## src/rtl/fx3_bus_reader_pkg.sv

```systemverilog
// Shared definitions for the FX3 GPIF read-side model: bus width, default
// test-counter width and the capture state encoding.
package fx3_pkg;

  localparam int DATA_WIDTH          = 16;
  localparam int SAMPLE_BITS_DEFAULT = 10;

  typedef enum logic [2:0] {
    IDLE  = 3'd0,
    ARM   = 3'd1,
    READ  = 3'd2,
    DRAIN = 3'd3,
    GAP   = 3'd4
  } state_e;

endpackage

```

## src/rtl/fx3_bus_reader_if.sv

```systemverilog
// Reader <-> data generator bus: control strobes toward the generator and the
// 16-bit databus plus availability flag coming back.
interface fx3_bus_reader_if;
  import fx3_pkg::*;

  logic                  collectData;
  logic                  testMode;
  logic                  readData;
  logic                  dataAvailable;
  logic [DATA_WIDTH-1:0] dataIn;

  modport master (
    output collectData,
    output testMode,
    output readData,
    input  dataAvailable,
    input  dataIn
  );

  modport slave (
    input  collectData,
    input  testMode,
    input  readData,
    output dataAvailable,
    output dataIn
  );

endinterface

```

## src/rtl/fx3_pattern_checker.sv

```systemverilog
// Test-counter continuity checker: the first valid word after a seed clear seeds
// the expected value, later words are compared and resync on a mismatch.
module fx3_pattern_checker
  import fx3_pkg::*;
#(
  parameter int SAMPLE_BITS = SAMPLE_BITS_DEFAULT
) (
  input  logic                   i_clk,
  input  logic                   i_rst,
  input  logic                   i_sample_valid,
  input  logic [DATA_WIDTH-1:0]  i_data,
  input  logic                   i_test_mode,
  input  logic                   i_seed_clear,
  output logic                   o_mismatch,
  output logic [SAMPLE_BITS-1:0] o_expected
);

  logic                   r_seeded;
  logic [SAMPLE_BITS-1:0] r_expected;
  logic [SAMPLE_BITS-1:0] w_sample;
  logic                   w_check;
  logic                   w_bad;

  assign w_sample   = i_data[SAMPLE_BITS-1:0];
  assign w_check    = i_sample_valid & i_test_mode;
  assign w_bad      = (i_data[DATA_WIDTH-1:SAMPLE_BITS] != '0) || (w_sample != r_expected);
  assign o_mismatch = w_check & r_seeded & w_bad;
  assign o_expected = r_expected;

  // Seed / advance / resync of the expected counter value (wraps naturally)
  always_ff @(posedge i_clk or posedge i_rst) begin
    if (i_rst) begin
      r_seeded   <= 1'b0;
      r_expected <= '0;
    end else if (i_seed_clear) begin
      r_seeded   <= 1'b0;
      r_expected <= '0;
    end else if (w_check) begin
      r_seeded <= 1'b1;
      if (r_seeded && !w_bad) begin
        r_expected <= r_expected + SAMPLE_BITS'(1);
      end else begin
        r_expected <= w_sample + SAMPLE_BITS'(1);
      end
    end
  end

endmodule

```

## src/rtl/fx3_bus_reader.sv

```systemverilog
// FX3 GPIF read-side capture engine: arms the generator, pulls fixed-length
// bursts, drains in-flight words and keeps word/burst/error statistics.
module fx3_bus_reader
  import fx3_pkg::*;
#(
  parameter int BURST_LEN    = 8192,
  parameter int READ_LATENCY = 2,
  parameter int GAP_CYCLES   = 4,
  parameter int SAMPLE_BITS  = SAMPLE_BITS_DEFAULT
) (
  input  logic                   inclk,
  input  logic                   reset,
  input  logic                   enable,
  input  logic                   testModeReq,
  fx3_bus_reader_if.master       bus,
  output logic                   busy,
  output logic [31:0]            wordCount,
  output logic [15:0]            burstCount,
  output logic [15:0]            errorCount,
  output logic                   errorSeen
);

  state_e                  r_state;
  state_e                  w_next;
  logic [31:0]             r_cnt;
  logic                    r_collect, r_test, r_read, r_busy;
  logic                    w_collect, w_test, w_read, w_busy;
  logic [READ_LATENCY-1:0] r_vpipe;
  logic [31:0]             r_word_cnt;
  logic [15:0]             r_burst_cnt, r_err_cnt;
  logic                    r_err_seen;
  logic                    w_sample_valid, w_seed_clear, w_mismatch;
  logic                    w_burst_done, w_drain_done, w_gap_done;
  logic [SAMPLE_BITS-1:0]  w_expected_unused;

  assign w_burst_done   = (r_state == READ)  && (r_cnt == 32'(BURST_LEN - 1));
  assign w_drain_done   = (r_state == DRAIN) && (r_cnt == 32'(READ_LATENCY - 1));
  assign w_gap_done     = (r_state == GAP)   && (r_cnt == 32'(GAP_CYCLES - 1));
  assign w_seed_clear   = (r_state == IDLE)  && enable;
  assign w_sample_valid = r_vpipe[READ_LATENCY-1];

  // State register and per-state cycle counter
  always_ff @(posedge inclk or posedge reset) begin
    if (reset) begin
      r_state <= IDLE;
      r_cnt   <= 32'd0;
    end else begin
      r_state <= w_next;
      r_cnt   <= (w_next != r_state) ? 32'd0 : r_cnt + 32'd1;
    end
  end

  // Next-state logic; a stop request only takes effect outside READ/DRAIN
  always_comb begin
    w_next = r_state;
    case (r_state)
      IDLE:    w_next = enable ? ARM : IDLE;
      ARM:     w_next = !enable ? IDLE : (bus.dataAvailable ? READ : ARM);
      READ:    w_next = w_burst_done ? DRAIN : READ;
      DRAIN:   w_next = w_drain_done ? GAP : DRAIN;
      GAP:     w_next = w_gap_done ? (enable ? ARM : IDLE) : GAP;
      default: w_next = IDLE;
    endcase
  end

  // Output decode from the next state so the registered strobes align with it
  always_comb begin
    w_collect = (w_next != IDLE);
    w_busy    = (w_next != IDLE);
    w_read    = (w_next == READ);
    if (w_next == IDLE) begin
      w_test = 1'b0;
    end else if (r_state == IDLE) begin
      w_test = testModeReq;
    end else begin
      w_test = r_test;
    end
  end

  // Registered bus strobes and the readData -> sampleValid delay line
  always_ff @(posedge inclk or posedge reset) begin
    if (reset) begin
      r_collect <= 1'b0;
      r_test    <= 1'b0;
      r_read    <= 1'b0;
      r_busy    <= 1'b0;
      r_vpipe   <= '0;
    end else begin
      r_collect  <= w_collect;
      r_test     <= w_test;
      r_read     <= w_read;
      r_busy     <= w_busy;
      r_vpipe[0] <= r_read;
      for (int i = 1; i < READ_LATENCY; i++) begin
        r_vpipe[i] <= r_vpipe[i-1];
      end
    end
  end

  fx3_pattern_checker #(
    .SAMPLE_BITS (SAMPLE_BITS)
  ) u_checker (
    .i_clk          (inclk),
    .i_rst          (reset),
    .i_sample_valid (w_sample_valid),
    .i_data         (bus.dataIn),
    .i_test_mode    (r_test),
    .i_seed_clear   (w_seed_clear),
    .o_mismatch     (w_mismatch),
    .o_expected     (w_expected_unused)
  );

  // Statistics, cleared when a new run is armed from IDLE
  always_ff @(posedge inclk or posedge reset) begin
    if (reset) begin
      r_word_cnt  <= 32'd0;
      r_burst_cnt <= 16'd0;
      r_err_cnt   <= 16'd0;
      r_err_seen  <= 1'b0;
    end else if (w_seed_clear) begin
      r_word_cnt  <= 32'd0;
      r_burst_cnt <= 16'd0;
      r_err_cnt   <= 16'd0;
      r_err_seen  <= 1'b0;
    end else begin
      if (w_sample_valid) begin
        r_word_cnt <= r_word_cnt + 32'd1;
      end
      if (w_drain_done) begin
        r_burst_cnt <= r_burst_cnt + 16'd1;
      end
      if (w_mismatch) begin
        r_err_seen <= 1'b1;
        if (r_err_cnt != 16'hFFFF) begin
          r_err_cnt <= r_err_cnt + 16'd1;
        end
      end
    end
  end

  assign bus.collectData = r_collect;
  assign bus.testMode    = r_test;
  assign bus.readData    = r_read;
  assign busy            = r_busy;
  assign wordCount       = r_word_cnt;
  assign burstCount      = r_burst_cnt;
  assign errorCount      = r_err_cnt;
  assign errorSeen       = r_err_seen;

endmodule

```

## src/flat_wrapper.sv

```systemverilog
// flat-port wrapper written by rule: the top's interface ports become plain ports
module fx3_bus_reader_flat import fx3_pkg::*;
#(
  parameter int BURST_LEN    = 8192,
  parameter int READ_LATENCY = 2,
  parameter int GAP_CYCLES   = 4,
  parameter int SAMPLE_BITS  = SAMPLE_BITS_DEFAULT
)
  (inclk, reset, enable, testModeReq, busy, wordCount, burstCount, errorCount, errorSeen, bus_collectData, bus_testMode, bus_readData, bus_dataAvailable, bus_dataIn);
  fx3_bus_reader_if bus_i ();
  input  logic inclk;
  input  logic reset;
  input  logic enable;
  input  logic testModeReq;
  output logic busy;
  output logic [31:0] wordCount;
  output logic [15:0] burstCount;
  output logic [15:0] errorCount;
  output logic errorSeen;
  output wire logic [$bits(bus_i.collectData)-1:0] bus_collectData;
  output wire logic [$bits(bus_i.testMode)-1:0] bus_testMode;
  output wire logic [$bits(bus_i.readData)-1:0] bus_readData;
  input wire logic [$bits(bus_i.dataAvailable)-1:0] bus_dataAvailable;
  input wire logic [$bits(bus_i.dataIn)-1:0] bus_dataIn;
  assign bus_collectData = bus_i.collectData;
  assign bus_testMode = bus_i.testMode;
  assign bus_readData = bus_i.readData;
  assign bus_i.dataAvailable = bus_dataAvailable;
  assign bus_i.dataIn = bus_dataIn;
  fx3_bus_reader #(.BURST_LEN(BURST_LEN), .READ_LATENCY(READ_LATENCY), .GAP_CYCLES(GAP_CYCLES), .SAMPLE_BITS(SAMPLE_BITS)) u_core (.inclk(inclk), .reset(reset), .enable(enable), .testModeReq(testModeReq), .bus(bus_i), .busy(busy), .wordCount(wordCount), .burstCount(burstCount), .errorCount(errorCount), .errorSeen(errorSeen));
endmodule
```

## config.mk

```make
export PLATFORM = sky130hd
export DESIGN_NAME = fx3_bus_reader_flat
export DESIGN_NICKNAME = d
export VERILOG_FILES = /design/src/rtl/fx3_bus_reader_pkg.sv /design/src/rtl/fx3_bus_reader_if.sv /design/src/rtl/fx3_pattern_checker.sv /design/src/rtl/fx3_bus_reader.sv /design/src/flat_wrapper.sv
export SDC_FILE = /design/constraint.sdc
export NUM_CORES = 1
export LEC_CHECK = 0
export ABC_AREA = 1
export CORE_UTILIZATION = 30
export CTS_BUF_LIST = sky130_fd_sc_hd__clkbuf_4 sky130_fd_sc_hd__clkbuf_8 sky130_fd_sc_hd__clkbuf_16
export DETAILED_ROUTE_END_ITERATION = 7
export SYNTH_ARGS = -nofsm -noshare
export SYNTH_HDL_FRONTEND = slang
export SYNTH_SLANG_ARGS = --single-unit
```

## constraint.sdc

```tcl
create_clock -name inclk -period 3.6 [get_ports inclk]
set_clock_uncertainty 0.1 [all_clocks]
set_input_delay 0.54 -clock inclk [delete_from_list [all_inputs] [get_ports inclk]]
set_output_delay 0.54 -clock inclk [all_outputs]
set_load 0.01 [all_outputs]
```

## Word level (Yosys, flattened, before mapping)

Index checks and enable logic that the tools add are counted.

- Reductions and logical operators: 18
- Add/subtract/negate cells: 6
- Equal/unequal tests: 11
- Bitwise operators: 3
- Mux-type cells: 24

Operators with widths:

| kind | count |
|---|---|
| $mux 32 | 3 |
| $mux 16 | 5 |
| $add 32x1->32 const B | 2 |
| $add 16x1->16 const B | 2 |
| $eq 32x1->1 const B | 1 |
| $eq 32x13->1 const B | 1 |
| $eq 32x2->1 const B | 1 |
| $mux 10 | 3 |
| $add 10x1->10 const B | 2 |
| $ne 16x16->1 const B | 1 |
| $pmux 3 s5 | 1 |
| $reduce_bool 2->1 | 6 |
| $ne 10x10->1 | 1 |
| $eq 3x2->1 const B | 3 |
| $mux 3 | 3 |
| $mux 1 | 8 |
| $logic_not 3->1 | 2 |
| $reduce_bool 6->1 | 1 |
| $logic_and 1x1->1 | 5 |
| $and 1x1->1 | 3 |
| $eq 3x1->1 const B | 1 |
| $eq 3x3->1 const B | 1 |
| $ne 3x3->1 | 1 |
| $reduce_bool 3->1 | 1 |
| other kinds (4) | 4 |

- Output and inout port bits: 69
- Word-level logic and storage cells: 74
- Register bits after elaboration: 116
- Input bits: 21

## Longest topological paths before layout

Gate-level depths: netlist (run 1).

- Depth after elaboration: 7
- Depth in mapped cells: 15
- Depth with buffers taken out: 13

## Cells and area by module

A second synthesis (run 1) with hierarchy kept.

- Cells, all modules: 928
- Area, all modules: 6824.0 sq um

By module, submodules not included:

| module | area each (sq um) | times used | cells each | seq. area each (sq um) |
|---|---|---|---|---|
| fx3_bus_reader | 6020.8 | 1 | 802 | 2627.5 |
| fx3_pattern_checker | 803.3 | 1 | 126 | 275.3 |

## Worst setup path before layout (run 1)

Ideal clock, no wire load.

- Path type: register to register
- From: register u_core.r_word_cnt[0], in the netlist u_core.wordCount[0]
- To: register u_core.r_word_cnt[22], in the netlist u_core.wordCount[22]
- Slack: 1.607 ns
- Library setup time: 0.117 ns
- Arrival time: 1.776 ns
- Cell stages (with the launch flop): 11
- Buffers on the path: 0
- Period minus slack after synthesis: 1.993 ns
- Required time: 3.383 ns
- Cells stage by stage: dfrtp_1 ha_1 nand3_1 nor2_1 nand2_1 nor3_4 nand4_1 nor2_1 nand2_1 nand2_1 nor2_1

- Word-level cells in the longest chain between the ends: 3

RTL lines:

| what | line | text |
|---|---|---|
| from (decl) | fx3_bus_reader.sv:29 | `logic [31:0] r_word_cnt;` |
| from (signal assigned) | fx3_bus_reader.sv:127 | `r_word_cnt <= r_word_cnt + 32'd1;` |
| $add 32x1->32 | fx3_bus_reader.sv:127 |  |
| $mux 32 | fx3_bus_reader.sv:126 | `if (w_sample_valid) begin` |
| $mux 32 | fx3_bus_reader.sv:120 | `end else if (w_seed_clear) begin` |

No other way between the ends. The select of a mux whose other input is x is not followed.
A chain may end at the register's enable or synchronous reset.

## Worst setup path after layout (run 1)

- From: register u_core.r_vpipe[1]
- To: register u_core.r_err_cnt[13], in the netlist u_core.errorCount[13]

- Word-level cells in the longest chain between the ends: 5

RTL lines:

| what | line | text |
|---|---|---|
| from (decl) | fx3_bus_reader.sv:28 | `logic [READ_LATENCY-1:0] r_vpipe;` |
| from (signal, indexed assignment) | fx3_bus_reader.sv:95 | `r_vpipe[i] <= r_vpipe[i-1];` |
| $and 1x1->1 | fx3_pattern_checker.sv:25 | `assign w_check = i_sample_valid & i_test_mode;` |
| $and 1x1->1 (2 in series) | fx3_pattern_checker.sv:27 | `assign o_mismatch = w_check & r_seeded & w_bad;` |
| $reduce_bool 2->1 (no source line) | n/a |  |
| $reduce_and 2->1 (no source line) | n/a |  |
| to (signal assigned) | fx3_bus_reader.sv:135 | `r_err_cnt <= r_err_cnt + 16'd1;` |
| to (decl) | fx3_bus_reader.sv:30 | `logic [15:0] r_burst_cnt, r_err_cnt;` |

No other way between the ends.

==> metrics.yaml, run 1 <==
final_area_mm2: 0.00890
arrival_ns: 2.85
grt_pass1_vias: 6260
synth_area_mm2: 0.00707
grt_start_max_net_pins: 51
drtIter0Drc: 370
yosysWarnings: 0
netlist_instances: 946
gr-total-overflow: 0
clk_latency_ns: 0.42
grt.total_usage: 0.161
status: "completed"
crit_path_end_kind: "register"
io_pins: 90
crit_path_start_kind: "register"
slew_viol_final: 0
cts_tree: "yes"
die_w_um: 156
fin_setup_tns_ns: 0
vias_per_cell: 4.68
antenna_left: 0
firstDrtPassIters: 5
cts_setup_buffers: 0
synth_top_area_share: 0.411
synth_area_leader_cell: "dfrtp_1"
hold_viol: 0
drc: 0
criticalPathCategory: "register to register"
p_seq_frac: 0.353
core-area_mm2: 0.0228
ys_top_cells_by_area: "dfrtp_1, nand2_1, nor2_1"
start_util: 0.309
core.rowCount: 55
ys_seq_area_frac: 0.411
fin_nets: 1063
power_density_mw_per_mm2: 487
cts_buffers: 17
num_vias: 6368
p_leak_uw: 0.00377
synth_nets: 973
dominantRegCellSynth: "dfrtp_1"
final_layout_size_suffix_gt1_frac: 0.0953
fin_crit_ns: 2.64
gp_congestion: 0.891
postPlaceCellArea_mm2: 0.00826
cts.repair.resized: 0
root_buffer: "clkbuf_16"
cap_violations: 0
die_h_um: 156
cp.required_ns: 3.81
synth_seq_cells: 116
num_antenna_cells: 0
power.total_uw: 4330
die-area_mm2: 0.0242
ir_drop_mv: 0.421
area_growth_pct: 25.9
place_inst: 1330
setup_viol: 0
drt_wl_total_mm: 18.3
dp_hpwl_mm: 13.7
fin_util: 0.390
ys_types: 44
antenna_found_initial: 0
worst_pin_slew_ns: 0.857
io_buffers: 89
regArea_mm2: 0.00290
synth_edf_count: 0
hold_path.class: "register to register"
power_frac_comb: 0.225
clockPowerShare: 0.421
switchingPower_uw: 1400
internal_power_uw: 2930
fin_cells: 1362
synth_common_cells: "nand2_1, nor2_1, dfrtp_1"
nFillCells: 2390
switching_share: 0.324
cts_hold_buf: 0
fmax_mhz: 379
r2r_slack_ns: 0.96
clkTransAtPathRegs_ns: 0.06
clockBufferDepth: 2
clock-sinks: 116
relSlewSlack: 0.428
routedWlPerCell_um: 13.4
syn_avg_cell_area_um2: 7.47
async_flop_share: 1.00
yosys.cell_count.top_type: "nand2_1"
ctsHtreeMaxLevel: 4
multi_input_area_mm2: 0.00364
rsz0062_at_grt: "false"
path_max_fanout: 16
grt_pass1_wl_mm: 31.1
fin_crit_sh: 0.734
==> registers in the layout, summed over array words and instances (netlist names) <==
register                     flops
u_core.r_cnt                    32
u_core.wordCount                32
u_core.burstCount               16
u_core.errorCount               16
u_core.u_checker.o_expected     10
u_core.r_state                   3
u_core.r_vpipe                   2
u_core.bus.collectData           1
u_core.bus.readData              1
u_core.bus.testMode              1
u_core.errorSeen                 1
u_core.u_checker.r_seeded        1
==> path summary, 6_finish.rpt <==
path / from / to / depth (start not counted)
min in group asynchronous: reset / u_core.u_checker.o_expected[1] / 2
max: u_core.r_vpipe[1] / u_core.errorCount[13] / 7
max reg2reg: u_core.r_vpipe[1] / u_core.errorCount[13] / 7
min reg2reg: u_core.r_vpipe[0] / u_core.r_vpipe[1] / 0
min: u_core.r_vpipe[0] / u_core.r_vpipe[1] / 0
max in group asynchronous: reset / u_core.r_vpipe[1] / 3
==> power by group through the flow <==
stage	logic (uW)	registers (uW)	clock network [uW]
4_1_cts	986	1530	1870
3_3_place_gp	971	1550	0
3_5_place_dp	981	1550	0
6_report	975	1530	1830
2_1_floorplan	728	1530	0
5_1_grt	1100	1550	1930
==> area by class of cell <==
cell class | instances | share of cell area
timing repair buffer | 95 | 0.107
tap | 313 | 0.0440
sequential | 116 | 0.326
clock buffer | 20 | 0.0524
clock inverter | 12 | 0.0198
inverter | 98 | 0.0417
multi-input combinational | 708 | 0.409
==> worst max-delay path: stages, from the launching register on <==
cell and delay [ns]:
dfrtp_1 0.70, nand2_1 0.33, nor2_1 0.39, nand2_1 0.13, nand2_1 0.47, nand2_4 0.24
nand2_1 0.12, nand2_1 0.05
==> cell families after synthesis <==
group,synth area share
AOI/OAI and AO/OA,0.0667
xor gates and xnor gates,0.0657
adders and majority gates,0.0106
buffers and inverters,0.0740
DFF,0.411
muxes,0.00142
and+or+nand+nor,0.371
==> per-layer routing <==
layer / global-route usage / wire (um) / vias up
met5: 0 / 0 / -
met4: 0.0462 / 194 / 0
met3: 0.0390 / 825 / 15
met2: 0.268 / 8640 / 111
met1: 0.206 / 8590 / 2985
li1: - / - / 3257
==> cell usage in the layout, fill, tap and decap left out, types with 3 or more instances in the layout <==
| cell type | synthesis | layout |
|---|---|---|
| nand2_1 | 218 | 218 |
| nor2_1 | 126 | 126 |
| dfrtp_1 | 116 | 116 |
| inv_1 | 97 | 96 |
| clkdlybuf4s50_1 | 0 | 89 |
| nand3_1 | 65 | 65 |
| nor3_1 | 41 | 41 |
| nor2_2 | 37 | 37 |
| o21ai_0 | 35 | 35 |
| xor2_1 | 33 | 33 |
| nand4_1 | 30 | 30 |
| a21oi_1 | 29 | 29 |
| xnor2_1 | 20 | 20 |
| clkbuf_16 | 0 | 17 |
| nor4_1 | 9 | 9 |
| ha_1 | 6 | 6 |
| nand2_2 | 5 | 5 |
| nor3b_1 | 5 | 5 |
| buf_4 | 1 | 5 |
| o22ai_1 | 4 | 4 |
| o31ai_1 | 4 | 4 |
| or2_2 | 4 | 4 |
| nand3b_1 | 4 | 4 |
| bufinv_16 | 0 | 4 |
| nand2_4 | 3 | 3 |
| and3_1 | 3 | 3 |
| nor3_2 | 3 | 3 |
| nor3_4 | 3 | 3 |
| clkinvlp_4 | 0 | 3 |
| clkbuf_8 | 0 | 3 |
| clkinv_2 | 0 | 3 |
==> through the flow <==
stage | hold slack (ns) | setup slack (ns)
finish | 0.244 | 0.959
global route | 0.260 | 0.714
CTS | 0.247 | 0.917
detailed placement | 0.236 | 0.658
global placement | 0.232 | 0.726
floorplan | 0.231 | 1.55
(Power assumes the default switching activity.)
==> inputs of run 2 (changes only) <==
Clock period 3.6 ns to 2.7 ns, I/O delays scaled along.
==> run 2 against run 1 <==
Net effect: clock power grew 26%; wire length is 1.1% higher; critical path type unchanged; largest power group unchanged; via count rose by 1.3%; non-clock buffer count increased by 11; cell area is 1.0% higher; combinational power increased by 48%; die area stayed put.
==> metrics.yaml, run 2 (synthesis gave the netlist of run 1 again) <==
status: "completed"
criticalPathCategory: "register to register"
fin_nets: 1074  # +1.0%
antenna_left: 0  # unchanged
gp_congestion: 0.863  # -3.1%
fin_util: 0.394  # +0.00405
area_growth_pct: 27.2
worstSetupStartpoint: "u_core.wordCount[0]"
cap_violations: 0  # unchanged
clock-sinks: 116  # unchanged
hold_viol: 0  # unchanged
drc: 0  # unchanged
setup_viol: 0  # unchanged
root_buffer: "clkbuf_16"
antenna_found_initial: 0  # unchanged
firstDrtPassIters: 7  # +2
p_leak_uw: 0.00382  # +1.5%
final_layout_size_suffix_gt1_frac: 0.103  # +0.00770
r2r_slack_ns: 0.38  # -0.58 ns
drt_wl_total_mm: 18.5  # +1.1%
ir_drop_mv: 0.423  # +0.48%
ctsHtreeMaxLevel: 4  # unchanged
power_density_mw_per_mm2: 641  # +32%
holdPathEnd: "u_core.r_vpipe[1]"
nFillCells: 2377  # -0.54%
cp.required_ns: 2.91  # -0.90 ns
rsz0062_at_grt: "false"
fin_crit_ns: 2.32  # -0.319 ns
r2r_cells: 10  # +3
drtIter0Drc: 359  # -3.0%
routedWlPerCell_um: 13.5  # +0.45%
worst_pin_slew_ns: 0.679  # -0.178 ns
regArea_mm2: 0.00290  # unchanged
fmax_mhz: 431  # +14%
die_w_um: 156  # unchanged
path_max_fanout: 7  # -9
worstReg2RegEnd: "u_core.wordCount[22]"
io_buffers: 89  # unchanged
start_util: 0.309  # unchanged
num_vias: 6452  # +1.3%
grt_pass1_wl_mm: 30.7  # -1.1%
cts.repair.resized: 0  # unchanged
die-area_mm2: 0.0242  # unchanged
fin_crit_sh: 0.860  # +0.126
dp_hpwl_mm: 14.0  # +2.4%
hold_depth: 0  # unchanged
arrival_ns: 2.54  # -0.31 ns
slew_viol_final: 0  # unchanged
cts_tree: "yes"
hold_path.class: "register to register"
r2r-start: "u_core.wordCount[0]"
finalHoldWorstSlack_ns: 0.254  # +0.00962 ns
num_antenna_cells: 0  # unchanged
cts_setup_buffers: 0  # unchanged
gr-total-overflow: 0  # unchanged
grt_start_max_net_pins: 30  # -41%
multi_input_area_mm2: 0.00364  # unchanged
crit_path_start_kind: "register"
grt.total_usage: 0.161  # -0.000354
grt_pass1_vias: 6173  # -1.4%
cts_hold_buf: 0  # unchanged
clockBufferDepth: 2  # unchanged
final_area_mm2: 0.00899  # +1.0%
clkTransAtPathRegs_ns: 0.06  # about the same
layout_commonest_cell: "nand2_1"
core-area_mm2: 0.0228  # unchanged
core.rowCount: 55  # unchanged
postPlaceCellArea_mm2: 0.00839  # +1.6%
cts_buffers: 17  # unchanged
worstHoldStart: "u_core.r_vpipe[0]"
final_cell_mix: "nand2_1, nor2_1, dfrtp_1"
clk_latency_ns: 0.42  # about the same
vias_per_cell: 4.71  # +0.65%
die_h_um: 156  # unchanged
fin_setup_tns_ns: 0  # unchanged
crit_path_end_kind: "register"
io_pins: 90  # unchanged
relSlewSlack: 0.546  # +0.119
==> run 2: cell types whose count changed in the layout (fill, tap and decap cells not counted) <==
cell,before,now
clkinv_4,2,1
buf_12,1,5
inv_6,1,0
clkbuf_4,0,1
buf_4,5,12
bufinv_16,4,3
==> run 2: critical path, cell delays in order, from the launching register on <==
cell and delay, ns:
dfrtp_1 0.46, ha_1 0.29, nand3_1 0.18, nor2_1 0.20
nand2_1 0.16, nor3_4 0.33, nand4_1 0.17, nor2_1 0.16
nand2_1 0.07, nand2_1 0.05, nor2_1 0.04
==> run 2: cell type report <==
type | instances | share of cell area
Clock buffer | 21 | 0.0527
Clock inverter | 9 | 0.0143
Inverter | 98 | 0.0413
Multi-Input combinational cell | 708 | 0.405
Sequential cell | 116 | 0.323
Tap cell | 313 | 0.0435
Timing Repair Buffer | 106 | 0.120
==> run 2: power by group <==
| group | leakage, uW | switching, uW | internal, uW | total, uW |
|---|---|---|---|---|
| Sequential | 0.00161 | 140 | 1880 | 2020 |
| Combinational | 0.00192 | 934 | 505 | 1440 |
| Clock | 0.000294 | 789 | 1520 | 2310 |
==> run 2: worst max path at each step <==
| stage | depth (start not counted) | endpoint |
|---|---|---|
| after global placement | 11 | u_core.errorCount[12] |
| after detailed placement | 11 | u_core.errorCount[7] |
| after global routing | 10 | u_core.wordCount[22] |
| after CTS | 10 | u_core.wordCount[22] |
| after floorplan | 10 | u_core.wordCount[22] |
| final | 10 | u_core.wordCount[22] |
==> run 2: per-stage QoR <==
step | instances | total power [uW] | setup WS, ns
floorplan | 946 | 3010 | 0.707
global placement | 1341 | 3490 | 0.223
detailed placement | 1341 | 3500 | 0.144
CTS | 1371 | 5830 | 0.382
global route | 1371 | 6070 | 0.0946
finish | 1371 | 5770 | 0.378
==> run 2: per-layer routing <==
metal	up-vias	GRT usage	wire [um]
met5	-	0	0
met4	0	0.0593	378
met3	23	0.0348	811
met2	140	0.261	8660
met1	3019	0.209	8600
li1	3270	-	-
